===== config.mk =====
export PLATFORM = sky130hd
export DESIGN_NAME = seq_shifter
export DESIGN_NICKNAME = d
export VERILOG_FILES = /design/src/rtl/shifter_pkg.sv /design/src/rtl/shift_step.sv /design/src/rtl/seq_shifter.sv
export SDC_FILE = /design/constraint.sdc
export NUM_CORES = 1
export LEC_CHECK = 0
export CORE_MARGIN = 3
export CORE_UTILIZATION = 38
export CTS_BUF_LIST = sky130_fd_sc_hd__clkbuf_4 sky130_fd_sc_hd__clkbuf_8
export CTS_CLUSTER_DIAMETER = 40
export CTS_CLUSTER_SIZE = 10
export DETAILED_ROUTE_END_ITERATION = 16
export GPL_TIMING_DRIVEN = 0
export PLACE_DENSITY = 0.66
export SLEW_MARGIN = 10
export SYNTH_ARGS = -nofsm -noshare
export SYNTH_HDL_FRONTEND = slang
export SYNTH_HIERARCHICAL = 1
export SYNTH_SLANG_ARGS = --single-unit

===== constraint.sdc =====
create_clock -name clk -period 1.7 [get_ports clk]
set_input_delay 0.51 -clock clk [delete_from_list [all_inputs] [get_ports clk]]
set_output_delay 0.51 -clock clk [all_outputs]
set_load 0.02 [all_outputs]

===== src/rtl/shifter_pkg.sv =====
// shifter_pkg: mode codes, FSM state encoding and mode helper for seq_shifter.
// Rev 1.0
`default_nettype none

package shifter_pkg;

  localparam logic [2:0] SH_PASS = 3'b000;
  localparam logic [2:0] SH_LSL  = 3'b001;
  localparam logic [2:0] SH_LSR  = 3'b010;
  localparam logic [2:0] SH_ASR  = 3'b011;
  localparam logic [2:0] SH_ROL  = 3'b100;
  localparam logic [2:0] SH_ROR  = 3'b101;

  typedef enum logic [1:0] {
    S_IDLE  = 2'd0,
    S_SHIFT = 2'd1,
    S_DONE  = 2'd2
  } state_t;

  // Pass and the two reserved codes leave the operand untouched.
  function automatic logic mode_moves(input logic [2:0] m);
    case (m)
      SH_LSL, SH_LSR, SH_ASR, SH_ROL, SH_ROR: mode_moves = 1'b1;
      default:                                mode_moves = 1'b0;
    endcase
  endfunction

endpackage

`default_nettype wire


===== src/rtl/shift_step.sv =====
// shift_step: combinational k-bit shift/rotate, built as k chained 1-bit moves.
// Rev 1.0
`default_nettype none

module shift_step
  import shifter_pkg::*;
#(
  parameter int W    = 16,
  parameter int STEP = 1,
  localparam int KW  = $clog2(STEP + 1)
) (
  input  logic [W-1:0]  value,
  input  logic [2:0]    mode,
  input  logic [KW-1:0] k,
  output logic [W-1:0]  next_value,
  output logic          bit_out
);

  logic [W-1:0] v;
  logic         b;

  // Chaining single-bit moves keeps cout identical to a 1-bit-per-clock run.
  always_comb begin
    v = value;
    b = 1'b0;
    for (int i = 0; i < STEP; i++) begin
      if (KW'(i) < k) begin
        case (mode)
          SH_LSL: begin b = v[W-1]; v = {v[W-2:0], 1'b0};   end
          SH_LSR: begin b = v[0];   v = {1'b0, v[W-1:1]};   end
          SH_ASR: begin b = v[0];   v = {v[W-1], v[W-1:1]}; end
          SH_ROL: begin b = v[W-1]; v = {v[W-2:0], v[W-1]}; end
          SH_ROR: begin b = v[0];   v = {v[0], v[W-1:1]};   end
          default: ;
        endcase
      end
    end
    next_value = v;
    bit_out    = b;
  end

endmodule

`default_nettype wire


===== src/rtl/seq_shifter.sv =====
// seq_shifter: iterative shifter/rotator, STEP bits per clock, start/busy/done handshake.
// Rev 1.0
`default_nettype none

module seq_shifter
  import shifter_pkg::*;
#(
  parameter int W    = 16,
  parameter int STEP = 1,
  localparam int AW  = $clog2(W)
) (
  input  logic          clk,
  input  logic          reset,
  input  logic          start,
  input  logic [W-1:0]  in,
  input  logic [2:0]    shift,
  input  logic [AW-1:0] amt,
  output logic [W-1:0]  sout,
  output logic          cout,
  output logic          busy,
  output logic          done
);

  localparam int KW = $clog2(STEP + 1);

  state_t        state;
  state_t        state_next;
  logic [2:0]    mode;
  logic [AW-1:0] rem;
  logic [AW-1:0] rem_left;
  logic [KW-1:0] k;
  logic [W-1:0]  step_value;
  logic          step_bit;

  always_comb begin
    k        = (rem > AW'(STEP)) ? KW'(STEP) : KW'(rem);
    rem_left = rem - AW'(k);
  end

  shift_step #(
    .W    (W),
    .STEP (STEP)
  ) u_step (
    .value      (sout),
    .mode       (mode),
    .k          (k),
    .next_value (step_value),
    .bit_out    (step_bit)
  );

  always_comb begin
    state_next = state;
    case (state)
      S_IDLE, S_DONE: begin
        if (start)
          state_next = (amt == '0 || !mode_moves(shift)) ? S_DONE : S_SHIFT;
        else
          state_next = S_IDLE;
      end
      S_SHIFT: begin
        if (rem_left == '0)
          state_next = S_DONE;
      end
      default: state_next = S_IDLE;
    endcase
  end

  always_ff @(posedge clk) begin
    if (reset) begin
      state <= S_IDLE;
      sout  <= '0;
      cout  <= 1'b0;
      mode  <= SH_PASS;
      rem   <= '0;
    end else begin
      state <= state_next;
      case (state)
        S_IDLE, S_DONE: begin
          if (start) begin
            sout <= in;
            mode <= shift;
            rem  <= amt;
            cout <= 1'b0;
          end
        end
        S_SHIFT: begin
          sout <= step_value;
          cout <= step_bit;
          rem  <= rem_left;
        end
        default: ;
      endcase
    end
  end

  assign busy = (state == S_SHIFT);
  assign done = (state == S_DONE);

endmodule

`default_nettype wire

==> impl_metrics.toml <==
[sta]
finalHoldViolCount = 0
setup_viol = 0
max_slew_margin_pct = 59.85
post-route-period-util_pct = 98.90
rsz0062_at_grt = "yes"
post-route-min-period_ns = 1.681
fmaxAchievable_mhz = 594.8
finalSetupTns_ns = 0
drv_slew = 0
worst_pin_slew_ns = 0.6023
skew_ns = 0.005368

[global_routing]
first_global_vias = 1955
grt_pass1_wl_um = 10290
grt_max_degree = 16
grtUsageTotal_pct = 19.89
grt_overflow = 0
antenna_found_initial = 0

[clock_network]
path_clk_slew_ns = 0.11
cts-hold-fix-buffers = 0
cts_tree = "done"
cts_buffers = 3
clockRootBuffer = "clkbuf_8"
clockBufferDepth = 2
clock_latency_ns = 0.28
clock-sinks = 26
cts.htree.levels = 1

[placed_design]
io_buffers = 43
hpwl_um = 4408
gp_congestion = 0.8321
place_inst = 387
placed_cell_area_sq_mm = 0.002603

[logic_synthesis]
synth_top_family_by_area = "compound AO/OA/AOI/OAI gates"
synth.ff_latch_count = 26
avgSynthCellArea_sq_um = 7.608
synth-xor-area-share_pct = 0
synth_compound_area_share_pct = 30.25
synthMuxAreaShare_pct = 8.043
synth_simple_gate_area_share_pct = 24.67
syn_nets = 301
postSynth.asyncResetShare_pct = 0
synth.distinct_cells = 43
ys_seq_area_share_pct = 24.97
synth_adder_area_share_pct = 0.6002
synth_edf_count = 0
syn_area_sq_mm = 0.002084
synth_ff_type = "dfxtp_1"
syn_inst = 274
yosysWarnings = 6

[pwr]
finalPower_mw = 2.325
p_per_area_mw_per_mm2 = 845.7
power_leakage_nw = 1.019
vdd_drop_max_mv = 0.4333

[floorplanning]
num_rows = 26
dieArea_sq_mm = 0.006410
core-area_sq_mm = 0.005205
io_pins = 45
initial_core_util_pct = 40.05
die_height_um = 80.07
fp.dieW_um = 80.07

[worst_setup_path]
r2r-end = "sout[0]"
reg2reg_depth = 6
crit_start = "mode[1]"
ff2ff_setup_slack_ns = 0.02
cp_top_family = "simple AND/OR/NAND/NOR gates"
start_kind = "flip-flop"
crit_path_end_kind = "flip-flop"
cp_max_fo = 7
worstSetupPathType = "reg -> reg"
cp.arrival_ns = 1.87
required_ns = 1.89
crit_chain = "or3_4 > nand3_4 > buf_8 > mux2i_1 > nand2_1 > a311oi_1"
r2r-start = "mode[1]"
crit_buf_inv = 1
critPathSlowestCell = "or3_4"
critPathMaxStageDelay_ns = 0.43

[final_layout]
final_area_sq_mm = 0.002749
final_core_util_pct = 52.81
area_growth_pct = 31.87
n_fill_cell = 518
num-nets-final = 352
drive_gt1_share_pct = 14.51
antennaDiodeCount = 0
fin_cells = 394

[route]
drtAntennaViolNets = 0
firstDrtPassIters = 5
avgViaCountPerCell = 5.680
wl_um = 6448
vias = 2238
drc_errors = 0
wire_per_inst_um = 16.37
drt_iter0_drc = 218

[min_path]
hold_class = "reg -> reg"
worstHoldStart = "mode[2]"
holdPathStages = 2
holdPathEnd = "mode[2]"

[run_status]
outcome = "finished clean"

[job]
maxCapViolations = 0
[kinds of logic after synthesis]
kind of cell / count (synthesis)
mux: 16
fa+ha+maj: 1
buf+inv: 46
compound gates: 83
simple gates: 102
flops: 26
[state kept, by name, indices dropped and copies added, names as in the netlist]
register / cells
cout: 1
sout: 16
mode: 3
state: 2
rem: 4
[stage by stage]
step	hold WS [ns]	setup WS (ns)
after floorplan	0.4491	0.1301
after global placement	0.4612	-0.3112
after detailed placement	0.4740	-0.3055
after CTS	0.4895	0.01706
after global routing	0.5130	-0.04256
final	0.4731	0.01869
[layout by cell type, fill, tap and decap left out, types with 2 or more instances in the layout]
cell type        instances
a211oi_1                 4
a21oi_1                  8
a22oi_1                  2
a311oi_1                16
a31oi_1                  2
a32o_1                  13
and3b_1                  2
buf_2                    8
buf_4                    7
buf_6                    5
buf_8                    2
clkbuf_1                 5
clkbuf_2                 2
clkbuf_8                 3
clkdlybuf4s50_1         24
dfxtp_1                 20
dfxtp_2                  6
dlygate4sd2_1           17
inv_1                   18
mux2_2                   2
mux2i_1                 13
nand2_1                 44
nand2b_1                 6
nand3_1                  2
nand3b_1                13
nor2_1                  22
nor2b_1                  4
o211ai_1                12
o21ai_0                 15
[area by class of cell]
type	count	area (sq um)	share of cell area [%]
buffer	26	181.4	6.600
timing repair buffer	47	457.9	16.66
tap	70	87.58	3.186
clock buffer	3	41.29	1.502
sequential	26	528.0	19.21
clock inverter	1	30.03	1.092
multi-input combinational	202	1349	49.07
inverter	19	73.82	2.685
[worst reg2reg max path: stages (launching register included)]
cell	delay, ns
dfxtp_1	0.39
or3_4	0.43
nand3_4	0.15
buf_8	0.13
mux2i_1	0.19
nand2_1	0.07
a311oi_1	0.25
[repair_timing]
| action | 4_1_cts | 5_1_grt |
|---|---|---|
| setup endpoints to repair | 32 | 21 |
| gates resized for setup | 33 | 13 |
| gates cloned | 0 | 1 |
| pin swaps | 1 | 0 |
| setup buffers | 1 | 2 |
[worst max path at each step]
stage / end / depth (start not counted)
after floorplan: state[0] / 6
after detailed placement: busy / 4
after global routing: sout[0] / 8
final: sout[0] / 6
after global placement: busy / 4
after CTS: state[0] / 6
[Yosys cell counts, types with 4 or more instances]
library cell | number | share of area, %
a211oi_1 | 4 | 1.4
a21oi_1 | 8 | 1.9
a311oi_1 | 16 | 6.7
a32o_1 | 13 | 6.2
buf_2 | 10 | 2.4
buf_4 | 4 | 1.4
buf_6 | 5 | 2.7
clkbuf_1 | 7 | 1.3
dfxtp_1 | 26 | 25
inv_1 | 19 | 3.4
mux2i_1 | 13 | 6.2
nand2_1 | 44 | 7.9
nand2b_1 | 7 | 2.1
nand3b_1 | 13 | 4.7
nor2_1 | 22 | 4.0
nor2b_1 | 4 | 1.2
o211ai_1 | 12 | 4.3
o21ai_0 | 15 | 3.6
[where the power goes]
group	switching (mW)	internal (mW)
Clock	0.233	0.316
Sequential	0.118	0.682
Combinational	0.514	0.463
[per-layer routing]
layer | share of wire (%) | vias up | global-route usage (%)
met2 | 47 | 67 | 32.45
met4 | 0.39 | 0 | 2.027
li1 | - | 1104 | -
met5 | 0 | - | 0
met1 | 48 | 1065 | 28.90
met3 | 4.6 | 2 | 2.354
Power figures use the tool's default switching activity.
